<file path="config.mk">
export PLATFORM = sky130hd
export DESIGN_NAME = modport_ram
export DESIGN_NICKNAME = d
export VERILOG_FILES = /design/src/rtl/ram_pkg.sv /design/src/rtl/modport_ram.sv
export SDC_FILE = /design/constraint.sdc
export NUM_CORES = 1
export LEC_CHECK = 0
export CORE_MARGIN = 3
export CORE_UTILIZATION = 50
export CTS_CLUSTER_SIZE = 28
export DETAILED_ROUTE_END_ITERATION = 8
export PLACE_DENSITY = 0.77
export RECOVER_POWER = 100
export REMOVE_ABC_BUFFERS = 1
export SYNTH_ARGS = -nofsm -noshare
export SYNTH_HDL_FRONTEND = slang
export SYNTH_SLANG_ARGS = --single-unit
</file>
<file path="constraint.sdc">
create_clock -name clk -period 5.2 [get_ports clk]
set_clock_uncertainty 0.15 [all_clocks]
set_input_delay 0.52 -clock clk [delete_from_list [all_inputs] [get_ports clk]]
set_output_delay 0.52 -clock clk [all_outputs]
set_load 0.02 [all_outputs]
</file>
<file path="src/rtl/ram_pkg.sv">
// Shared sizing and word/address types for the single-port RAM and its bench.
package ram_pkg;

  localparam int unsigned WIDTH  = 8;
  localparam int unsigned DEPTH  = 16;
  localparam int unsigned ADDR_W = (DEPTH > 1) ? $clog2(DEPTH) : 1;

  typedef logic [WIDTH-1:0]  word_t;
  typedef logic [ADDR_W-1:0] addr_t;

endpackage : ram_pkg

</file>
<file path="src/rtl/modport_ram.sv">
// Single-port synchronous RAM: shared address, separate write/read enables,
// registered read-first data output, whole-array synchronous clear on reset.
module modport_ram
  import ram_pkg::*;
#(
  parameter int unsigned WIDTH = ram_pkg::WIDTH,
  parameter int unsigned DEPTH = ram_pkg::DEPTH
) (
  input  logic                            clk,
  input  logic                            rst,
  input  logic                            wr_en,
  input  logic                            rd_en,
  input  logic [WIDTH-1:0]                data_in,
  input  logic [$clog2(DEPTH)-1:0]        address,
  output logic [WIDTH-1:0]                data_out
);

  localparam int unsigned ADDR_W = $clog2(DEPTH);

  logic [WIDTH-1:0] mem [DEPTH];
  logic             in_range_c;

  // Address guard: only a non-power-of-two depth can see addresses past the end.
  generate
    if (DEPTH == (2 ** ADDR_W)) begin : g_full_range
      assign in_range_c = 1'b1;
    end else begin : g_partial_range
      assign in_range_c = (32'(address) < DEPTH);
    end
  endgenerate

  // Storage, write port and read-first registered read port; reset clears all.
  always_ff @(posedge clk) begin
    if (rst) begin
      data_out <= '0;
      for (int unsigned i = 0; i < DEPTH; i++) begin
        mem[i] <= '0;
      end
    end else begin
      if (rd_en) begin
        data_out <= in_range_c ? mem[address] : '0;
      end
      if (wr_en && in_range_c) begin
        mem[address] <= data_in;
      end
    end
  end

endmodule : modport_ram

</file>
### Word-level counts from Yosys, hierarchy flattened

Memory sizes are Yosys's and may differ from the RTL's. A register that Yosys moved wholly into a read port is not among the register bits.
Index checks and enable logic that the tools add are counted.

| storage, ports and cells | value |
|---|---|
| RAM bits | 128 |
| word-level logic and storage cells | 10 |
| ROM bits | 0 |
| bits of input ports | 16 |
| bits in latches | 0 |
| register bits | 0 |
| output and inout bits | 8 |
| memories kept | 1 |

Memories:

| memory | depth | bits a word | rd ports | clocked after memory_dff | write ports | RTL line | RTL |
|---|---|---|---|---|---|---|---|
| mem | 16 | 8 | 1 | 1 | 16 | modport_ram.sv:20 | `logic [WIDTH-1:0] mem [DEPTH];` |

| cells by class | value |
|---|---|
| mux-type cells | 8 |
| equal/unequal tests | 0 |
| shift operators | 0 |
| $add $sub $neg | 0 |
| bitwise logic cells | 0 |
| multiply operators | 0 |
| divide/modulo/power cells | 0 |
| reduce and logical (&&, ||, !) cells | 1 |
| order comparisons | 0 |

Operators by type and width:

| kind | count |
|---|---|
| 2-to-1 mux 8 bit | 1 |
| OR reduction 8 bit | 1 |
| 2-to-1 mux 1 bit | 6 |
| 2-to-1 mux 4 bit | 1 |

### Logic depth before layout (Yosys ltp)

Gate-level depths: netlist of run 1.

| logic depth | value |
|---|---|
| depth in word-level cells | 5 |
| mapped depth | 7 |
| gate-level depth less buffers | 4 |

### Least setup slack after synthesis of run 1

OpenSTA, ideal clock, no wires.

| timing | value |
|---|---|
| kind | input-to-reg |
| start point | in address[1] |
| end point | mem mem[15][0] (enable) |
| arrival time | 1.566 ns |
| stages on the path | 6 |
| slack | 3.175 ns |
| library setup time | 0.309 ns |
| path through | buf_6 buf_12 buf_12 nand4b_2 nor2_1 or2_2 |

RTL lines:

| element | RTL line | RTL |
|---|---|---|
| start, declared | modport_ram.sv:14 | `input logic [$clog2(DEPTH)-1:0] address,` |
| end, declared | modport_ram.sv:20 |  |

==> key figures, run 1 <==
Detailed routing
  • DR vias/cell: roughly 5.5
  • Routed WL: approximately 13000 um
  • DRT antenna net count: 0
  • Initial drt markers: about 270
  • WL per Instance: 21.8 um
  • Routed vias: 3425
  • DRC violations left: 0
  • DR pass1 iterations: 4

Clock tree
  • Worst-path clk slew: around 0.060 ns
  • Later-pin clock latency in the skew report: approximately 0.42 ns
  • Num CTS Buffers: 17
  • Clk buf depth: 2
  • Clk root buf: clkbuf_16
  • H-tree levels: 4
  • Hold-fix buffer count after cts: 0
  • Count of cells resized by post-cts repair: 0
  • Sink Count: around 140
  • CTS tree: yes
  • Post CTS Setup Buffer Count: 0

Min path
  • Hold depth: 2
  • Hold path endpoint: data_out[0]
  • Hold WC Path Type: flop to flop
  • Hold path start: data_out[0]

Floorplanning
  • Die height: around 120 um
  • Starting Density: between 50% and 60%
  • Core box area: around 12000 um^2
  • Row cnt: 40
  • Number of I/O pins: 24
  • Die ar.: roughly 14000 um^2
  • Die X: roughly 120 um

Job
  • Maxcap violations: 1

Global routing
  • Total global-route track usage: about a fifth
  • Vias in the first global route: between 3000 and 4000
  • Antenna violations before repair: 0
  • Remaining Overflow, GRT: 0
  • Wire length of the first global-routing pass: 21300 um
  • Largest net degree at the start of global routing: 35

Setup path
  • Required @ worst endpoint: 5.17 ns
  • Max incr delay on CP: around 1.4 ns
  • Buffers & Inverters on Critical Path: 1
  • Setup Crit Path Kind: input pin to flop
  • CP Launch Type: input pin
  • Critical-path top delay cell: clkbuf_1
  • Register-to-Register Path Depth: 3
  • R2r setup slk: between 3 and 4 ns
  • Worst Setup End Kind: flop
  • Reg2reg start: mem[5][1]
  • Worst-path cell chain: clkbuf_1, nand4b_1, nor3_1, or2_2
  • CP max FO: 30
  • R2R Path End: data_out[1]
  • Delay-heaviest family, CP: simple AND/OR/NAND/NOR gates
  • Worst EP arrival: around 3.6 ns

Yosys
  • Seq/Total Area, Yosys: 63.5%
  • Post-synth top cells: 129 x and2_1, 128 x edfxtp_1, 21 x nor2_1
  • Synth area leaders: edfxtp_1 61%, and2_1 13%, mux4_2 5.4%
  • Cell Area, Synth: 6310 um^2
  • Ys async rst share: 0%
  • Syn Area/Cell: roughly 15 um^2
  • Number of enable flip-flop cells after synthesis: roughly 130
  • Post-synth top flop: edfxtp_1
  • Synth cell types: 31
  • Ys Warns: 0
  • Top-count cell post-synth: and2_1
  • Yosys top cell area share: between 60% and 70%
  • Post-Syn Instances: 421
  • Synth area leader: edfxtp_1
  • Yosys reg bits: 136

STA
  • Final worst-path cycle share: 69.7%
  • Final setup vio count: 0
  • Slew Limit Fails: 31
  • Max frequency: between 0.2 and 0.3 GHz
  • Worst hold slack: approximately 0.36 ns
  • Slew @ Worst Pin: between 2 and 2.5 ns
  • RSZ-0062 raised after global routing: no
  • Period minus WS final: around 3.6 ns
  • Setup_tns: 0 ns
  • Final hold vios: 0
  • Max transition margin: -35.7%

Cells and area
  • Fin nets: approximately 460
  • Layout area overhead: 13.7%
  • Post-Layout Cell Count: 620
  • Share of layout cells above drive strength 1: a little over an eighth
  • Antenna Cells: 0

Placed design
  • PortBufs: 23
  • GPL Wtd Cong: a little under 0.9
  • Inst Count DP: roughly 600
  • HPWL after detailed placement: 8900 um

Power and ir drop
  • Worst VDD drop: ~0.26 mV
  • Pleak: approximately 2.4 nW
  • Tot Pwr: ~2.7 mW
  • Pwr dens: 375 nW/um^2

Run status
  • Failing checks: capacitance limit, slew limit
  • Status: complete, but fails checks
[layout by cell type, fill, tap and decap left out, types with 2 or more instances in the layout]
cell type | synthesis | routed
nand2_1 | 3 | 3
clkbuf_8 | 0 | 2
clkinv_4 | 0 | 2
o221ai_1 | 7 | 7
nor2_1 | 21 | 21
mux4_1 | 8 | 8
clkinvlp_4 | 0 | 3
dfxtp_1 | 8 | 8
nand2b_1 | 4 | 4
a21oi_1 | 7 | 7
or2_0 | 0 | 13
nor3_1 | 1 | 4
and2_1 | 129 | 31
clkinv_2 | 0 | 4
and2_0 | 0 | 98
mux2i_1 | 18 | 18
buf_4 | 0 | 3
nor2b_1 | 2 | 2
dlygate4sd3_1 | 0 | 8
clkbuf_1 | 13 | 2
clkbuf_16 | 0 | 17
or2_2 | 16 | 3
a22oi_1 | 8 | 8
edfxtp_1 | 128 | 128
mux4_2 | 15 | 15
bufinv_16 | 0 | 3
a211oi_2 | 7 | 6
clkdlybuf4s50_1 | 0 | 14
[stage by stage]
stage | area [um^2] | setup WS [ns] | util, %
6_report | 7170 | 1.58 | 59.0
5_1_grt | 7170 | 1.22 | 59.0
4_1_cts | 7200 | 2.64 | 59.2
3_5_place_dp | 6590 | 2.20 | 54.2
3_3_place_gp | 6590 | 2.22 | 54.2
2_1_floorplan | 6140 | 3.34 | -
[worst register-to-register path, stage by stage, from the launching register on]
cell,delay (ns)
edfxtp_1,0.40
mux4_1,0.53
a22oi_1,0.40
a211oi_2,0.12
[how the worst max path moves through the flow]
| stage | start | to | slack [ns] | cells past startpoint |
|---|---|---|---|---|
| finish | address[1] | mem[3][2] | 1.58 | 4 |
| global route | address[1] | mem[3][2] | 1.22 | 4 |
| CTS | rst | mem[1][5] | 2.64 | 5 |
| detailed placement | rst | mem[1][5] | 2.20 | 5 |
| global placement | rst | mem[1][5] | 2.22 | 5 |
| floorplan | rst | mem[1][0] | 3.34 | 3 |
[cell type report]
class,count,area [um^2]
Clock buffer,20,457
Fill cell,915,4990
Multi-Input combinational cell,258,2110
Clock inverter,12,150
Tap cell,168,210
Sequential cell,136,4000
Timing Repair Buffer,26,246
[per-layer routing]
metal,wire length (um),track usage (%),up-vias
met2,6590,32.2,116
met3,1060,4.50,23
met5,0,0,-
met1,5520,28.5,1689
li1,-,-,1597
met4,327,8.13,0
[sequential cells by signal, summed over array words and instances, names as in the netlist]
register and cells:
mem 128, data_out 8
[power by group]
part	internal, mW	switching (mW)	total [mW]
sequential	1.26	0.0231	1.28
clock	0.776	0.444	1.22
combinational	0.0744	0.113	0.187
total	2.11	0.579	2.69
[cells by family after synthesis]
group	synth area share (%)
flops	63.5
mux	11.5
buf+inv	2.72
compound gates	4.52
simple gates	17.7
Note: power is estimated with default switching activity, not from simulation.
==> inputs of run 2 (changes only) <==
- PLACE_DENSITY: 0.77 -> 0.8
- clock period: 5.2 -> 3.3 ns (I/O delays scaled with it)
==> run 2 against run 1 <==
  * The run now ends clean
  * Combinational power up 60%
  * Die area is the same
  * Clock-buffer cell count fell by 3
  * Register-to-register slack lost 1.9 ns
  * Clock power grew 69%
  * Sequential power rose by 58%
  * Cell area is 1.4% higher
  * Worst setup slack lost 1.1 ns
  * Global-route usage rose by 0.20 points
  * Highest routed layer unchanged
==> key figures, run 2 (same netlist as run 1, synthesis figures left out) <==
Setup path
  • Worst-path cell chain: dlygate4sd3_1, buf_4, nor3b_1, nand2b_1, nor3_2, or2_0
  • Required @ worst endpoint: 3.20 ns (-1.97 ns)
  • CP max FO: 26 (-13%)
  • CP Launch Type: input pin
  • Max incr delay on CP: 0.61 ns (-0.82 ns)
  • Worst Setup End Kind: flop
  • Worst EP arrival: 2.69 ns (-0.90 ns)
  • Delay-heaviest family, CP: simple AND/OR/NAND/NOR gates
  • R2r setup slk: 1.56 ns (-1.90 ns)
  • Setup Crit Path Kind: input pin to flop
  • Buffers & Inverters on Critical Path: 2 (+1)
  • Critical-path top delay cell: or2_0

Power and ir drop
  • Worst VDD drop: 0.327 mV (+28%)
  • Switching Fraction: 21.3% (-0.25 points)
  • Clock power frac: 47.1% (+1.8 points)
  • Combinational power share: 6.8% (about the same)
  • Pleak: 2.47 nW (+2.1%)
  • Flop pwr share: 46.1% (-1.6 points)
  • Psw: 0.932 mW (+61%)
  • Tot Pwr: 4.38 mW (+63%)
  • Pint: 3.45 mW (+63%)
  • Pwr dens: 602 nW/um^2 (+60%)

STA
  • Setup_tns: 0 ns (unchanged)
  • Slew Limit Fails: 0 (-100%)
  • Final hold vios: 0 (unchanged)
  • Slew @ Worst Pin: 0.990 ns (-1.05 ns)
  • Max frequency: roughly 0.36 GHz
  • Final setup vio count: 0 (unchanged)
  • RSZ-0062 raised after global routing: no
  • Final worst-path cycle share: a little over four fifths
  • Period minus WS final: between 2 and 3 ns
  • Max transition margin: 34.0% (+70 points)

Clock tree
  • Clk root buf: clkbuf_16
  • H-tree levels: 4 (unchanged)
  • Hold-fix buffer count after cts: 0 (unchanged)
  • Num CTS Buffers: 17 (unchanged)
  • Clk buf depth: 2 (unchanged)
  • Worst-path clk slew: 0.06 ns (about the same)
  • Later-pin clock latency in the skew report: 0.42 ns (about the same)
  • Sink Count: 136 (unchanged)
  • Post CTS Setup Buffer Count: 0 (unchanged)
  • CTS tree: yes
  • Count of cells resized by post-cts repair: 0 (unchanged)

Cells and area
  • Largest Register: mem
  • Commonest non-fill, non-tap cell in the layout: edfxtp_1
  • Area taken by multi-input logic gates: 2120 um^2 (+0.48%)
  • Max FFs per register: 128 (unchanged)
  • FF+latch area: 4000 um^2 (unchanged)
  • Fin nets: 467 (+2.6%)
  • Layout area overhead: 15.4%
  • # fillers: 909 (-0.66%)
  • Share of layout cells above drive strength 1: 14.9% (+1.6 points)
  • Antenna Cells: 0 (unchanged)
  • Largest regs: mem (128), data_out (8)
  • Most frequent cells in the layout: 128 x edfxtp_1, 97 x and2_0, 32 x and2_1

Floorplanning
  • Core box area: 12200 um^2 (unchanged)
  • Die X: 118 um (unchanged)
  • Starting Density: 51.9% (unchanged)
  • Number of I/O pins: 24 (unchanged)
  • Row cnt: 40 (unchanged)
  • Die ar.: 14000 um^2 (unchanged)
  • Die height: 118 um (unchanged)

Detailed routing
  • WL per Instance: 21.5 um (-1.1%)
  • Routed vias: 3603 (+5.2%)
  • DR vias/cell: 5.70 (+3.2%)
  • DR pass1 iterations: 4 (unchanged)
  • Routed WL: 13600 um (+0.85%)
  • DRT antenna net count: 0 (unchanged)
  • DRC violations left: 0 (unchanged)
  • Initial drt markers: 273 (unchanged)

Placed design
  • HPWL after detailed placement: 8790 um (-1.2%)
  • GPL Wtd Cong: 0.875 (-0.78%)
  • PortBufs: 23 (unchanged)

Global routing
  • Wire length of the first global-routing pass: 21800 um (+2.2%)
  • Remaining Overflow, GRT: 0 (unchanged)
  • GR Layer Usage met3: 4.83% (+0.33 points)
  • Routing usage on met2: 33.3% (+1.1 points)
  • Largest net degree at the start of global routing: 29 (-17%)
  • Total global-route track usage: 20.9% (+0.20 points)
  • Grt peak-use layer: met2
  • Met1 Use GR: 27.5% (-1.0 points)
  • Vias in the first global route: 3769 (+4.5%)
  • Antenna violations before repair: 0 (unchanged)

Min path
  • Hold WC Path Type: flop to flop

Run status
  • Status: completed

Job
  • Maxcap violations: 0 (-1)
run 2: cell types whose count changed in the layout (fill, tap and decap cells not counted), moves of 2 or more:
cell / change
clkbuf_1: +9
or2_0: -5
or2_2: +5
clkinv_2: -3
bufinv_16: +2
clkbuf_8: -2
inv_6: +2
nor3_1: -2
nor3_2: +2
run 2: final cells by class:
class,instances,share of cell area (%)
well taps,168,2.89
clock inverters,15,3.09
flip-flops and latches,136,55.0
clock buffers,17,5.85
repair buffers,38,4.07
multi-input cells,258,29.1
run 2: tightest hold or removal path, cell delays in order, from the launching register on:
cell and delay [ns]:
dfxtp_1 0.31, nor2_1 0.09, a211oi_1 0.06
run 2: per-layer routing:
layer | up-vias | part of all wire, %
met3 | 32 | 7.0
li1 | 1623 | -
met5 | - | 0
met2 | 134 | 49
met4 | 0 | 3.3
met1 | 1814 | 40
run 2: power groups by stage:
| stage | clock [mW] | combinational [mW] | sequential [mW] |
|---|---|---|---|
| 2_1_floorplan | 0 | 0.150 | 2.05 |
| 3_3_place_gp | 0 | 0.297 | 2.05 |
| 3_5_place_dp | 0 | 0.304 | 2.05 |
| 4_1_cts | 2.08 | 0.306 | 2.02 |
| 5_1_grt | 2.18 | 0.319 | 2.03 |
| 6_report | 2.06 | 0.299 | 2.02 |
run 2: worst paths after layout:
path | end | start | cells past startpoint
setup / recovery | mem[0][2] | rst | 6
setup reg to reg | data_out[1] | mem[5][1] | 3
hold / removal | data_out[7] | data_out[7] | 2
hold reg to reg | data_out[7] | data_out[7] | 2
run 2: stage by stage:
| stage | instances | cell area [um^2] | util, % | hold slack (ns) | setup slack (ns) |
|---|---|---|---|---|---|
| 6_report | 632 | 7280 | 59.8 | 0.356 | 0.510 |
| 5_1_grt | 632 | 7280 | 59.8 | 0.402 | 0.420 |
| 4_1_cts | 632 | 7330 | 60.3 | 0.375 | 0.955 |
| 3_5_place_dp | 600 | 6680 | 55.0 | 0.376 | 0.497 |
| 3_3_place_gp | 600 | 6680 | 55.0 | 0.371 | 0.585 |
| 2_1_floorplan | 394 | 6140 | - | 0.245 | 1.63 |
==> inputs of run 3 (changes only) <==
- clock period: 3.3 -> 2.42 ns (I/O delays scaled with it)
==> run 3 against run 2 <==
  * Register-to-register slack worse by 0.88 ns
  * Global-route usage is 0.32 points lower
  * Via count is 0.31% higher
  * Combinational power is 38% higher
  * Sequential power is 36% higher
  * Sequential share of layout area is 0.50 points higher
  * Largest cell class unchanged
  * Power is 25% higher
  * Highest routed layer unchanged
  * Clock-buffer cell count stayed put
  * Critical path depth is 2 lower
==> key figures, run 3 (same netlist as run 1, synthesis figures left out) <==
Run status
  • Status: completed

Detailed routing
  • Initial drt markers: 289 (+5.9%)
  • DRT antenna net count: 0 (unchanged)
  • DRC violations left: 0 (unchanged)
  • Routed vias: 3614 (+0.31%)
  • DR pass1 iterations: 5 (+1)
  • WL per Instance: 21.1 um (-2.0%)
  • Routed WL: 13500 um (-0.79%)
  • DR vias/cell: 5.65 (-0.95%)

STA
  • Slew Limit Fails: 0 (unchanged)
  • Max frequency: 0.471 GHz
  • Final worst-path cycle share: about 88%
  • Setup_tns: 0 ns (unchanged)
  • RSZ-0062 raised after global routing: no
  • Max transition margin: 50.8% (+17 points)
  • Final setup vio count: 0 (unchanged)
  • Worst hold slack: 0.348 ns (-0.00801 ns)
  • Final hold vios: 0 (unchanged)
  • Slew @ Worst Pin: 0.737 ns (-0.252 ns)
  • Period minus WS final: 2.12 ns

Placed design
  • GPL Wtd Cong: 0.840 (-4.1%)
  • HPWL after detailed placement: 8870 um (+0.87%)
  • Inst Count DP: 608 (+1.3%)
  • PortBufs: 23 (unchanged)

Job
  • Maxcap violations: 0 (unchanged)

Power and ir drop
  • Switching Fraction: 22.3% (+1.1 points)
  • Tot Pwr: 5.49 mW (+25%)
  • Pwr dens: 761 nW/um^2 (+26%)
  • Worst VDD drop: 0.490 mV (+50%)
  • Combinational power share: 7.5% (+0.7 points)
  • Pint: 4.26 mW (+24%)
  • Psw: 1.23 mW (+32%)
  • Clock power frac: 42.4% (-4.7 points)
  • Flop pwr share: 50.1% (+4.0 points)
  • Pleak: 2.45 nW (-0.47%)

Global routing
  • Remaining Overflow, GRT: 0 (unchanged)
  • Largest net degree at the start of global routing: 35 (+21%)
  • Total global-route track usage: 20.5% (-0.32 points)
  • Vias in the first global route: 3751 (-0.48%)
  • Antenna violations before repair: 0 (unchanged)
  • Wire length of the first global-routing pass: 21300 um (-1.9%)

Floorplanning
  • Starting Density: 51.9% (unchanged)
  • Die X: 118 um (unchanged)
  • Number of I/O pins: 24 (unchanged)
  • Die height: 118 um (unchanged)
  • Die ar.: 14000 um^2 (unchanged)
  • Row cnt: 40 (unchanged)
  • Core box area: 12200 um^2 (unchanged)

Cells and area
  • Fin nets: 475 (+1.7%)
  • Largest Register: mem
  • Post-Layout Cell Count: 640 (+1.3%)
  • Antenna Cells: 0 (unchanged)
  • Layout area overhead: 14.3%
  • Share of layout cells above drive strength 1: 15.3% (+0.38 points)
  • Max FFs per register: 128 (unchanged)
  • Commonest non-fill, non-tap cell in the layout: edfxtp_1
  • Post-layout util: 59.3% (-0.54 points)
  • Largest regs: mem (128), data_out (8)
  • Most frequent cells in the layout: 128 x edfxtp_1, 85 x and2_0, 44 x and2_1

Setup path
  • Worst-path cell chain: dlygate4sd3_1, nand4bb_1, nor2_1, or2_0
  • Delay-heaviest family, CP: simple AND/OR/NAND/NOR gates
  • Worst Setup End Kind: flop
  • Required @ worst endpoint: 2.31 ns (-0.89 ns)
  • Worst EP arrival: 2.02 ns (-0.67 ns)
  • Buffers & Inverters on Critical Path: 1 (-1)
  • CP Launch Type: input pin
  • Setup Crit Path Kind: input pin to flop
  • Max incr delay on CP: 0.68 ns (+0.07 ns)
  • CP max FO: 12 (-54%)
  • Critical-path top delay cell: dlygate4sd3_1

Clock tree
  • Count of cells resized by post-cts repair: 0 (unchanged)
  • CTS tree: yes
  • Clk root buf: clkbuf_16
  • Num CTS Buffers: 17 (unchanged)
  • Later-pin clock latency in the skew report: 0.41 ns (about the same)
  • Hold-fix buffer count after cts: 0 (unchanged)
  • Clk buf depth: 2 (unchanged)
  • Worst-path clk slew: 0.05 ns (about the same)
  • Post CTS Setup Buffer Count: 0 (unchanged)
  • Sink Count: 136 (unchanged)
  • H-tree levels: 4 (unchanged)

Min path
  • Hold WC Path Type: flop to flop
-- run 3: changes by cell type in the layout (fill, tap and decap cells not counted), sizes merged --
cell,previous run,this run
clkdlybuf4s50,13,11
bufinv,5,1
clkinvlp,3,6
buf,4,7
inv,2,0
clkbuf,29,34
dlygate4sd3,9,11
clkinv,5,8
-- run 3: through the flow --
| step | setup slack (ns) | area (um^2) |
|---|---|---|
| 2_1_floorplan | 0.841 | 6140 |
| 5_1_grt | 0.199 | 7210 |
| 3_5_place_dp | 0.0946 | 6770 |
| 6_report | 0.296 | 7210 |
| 4_1_cts | 0.488 | 7310 |
| 3_3_place_gp | 0.180 | 6770 |
-- run 3: worst min-delay path, cell delays in order (launching register included) --
cell      delay (ns)
dfxtp_1         0.30
nor2_1          0.09
a211oi_1        0.06
-- run 3: metal layers --
layer,vias up,share of wire [%],track usage [%]
li1,1639,-,-
met5,-,0,0
met4,0,2.5,8.42
met3,25,5.8,4.59
met1,1825,41,26.9
met2,125,51,33.4
-- run 3: power by group through the flow --
stage,clock [mW],combinational (mW),sequential [mW]
finish,2.33,0.414,2.75
global route,2.47,0.442,2.76
CTS,2.33,0.428,2.75
detailed placement,0,0.426,2.80
global placement,0,0.417,2.79
floorplan,0,0.204,2.79
-- run 3: worst paths after layout --
kind                            slack, ns   startpoint  cells after the start          end
worst max-delay path                 0.30          rst                      4   mem[13][6]
worst min-delay path                 0.35  data_out[2]                      2  data_out[2]
worst max register to register       0.68    mem[7][1]                      3  data_out[1]
worst min register to register       0.35  data_out[2]                      2  data_out[2]
-- run 3: final cells by class --
class / count / area (um^2)
fill: 895 / 4950
clock buffer: 17 / 425
sequential: 136 / 4000
tap: 168 / 210
clock inverter: 15 / 113
timing repair buffer: 46 / 359
multi-input combinational: 258 / 2100
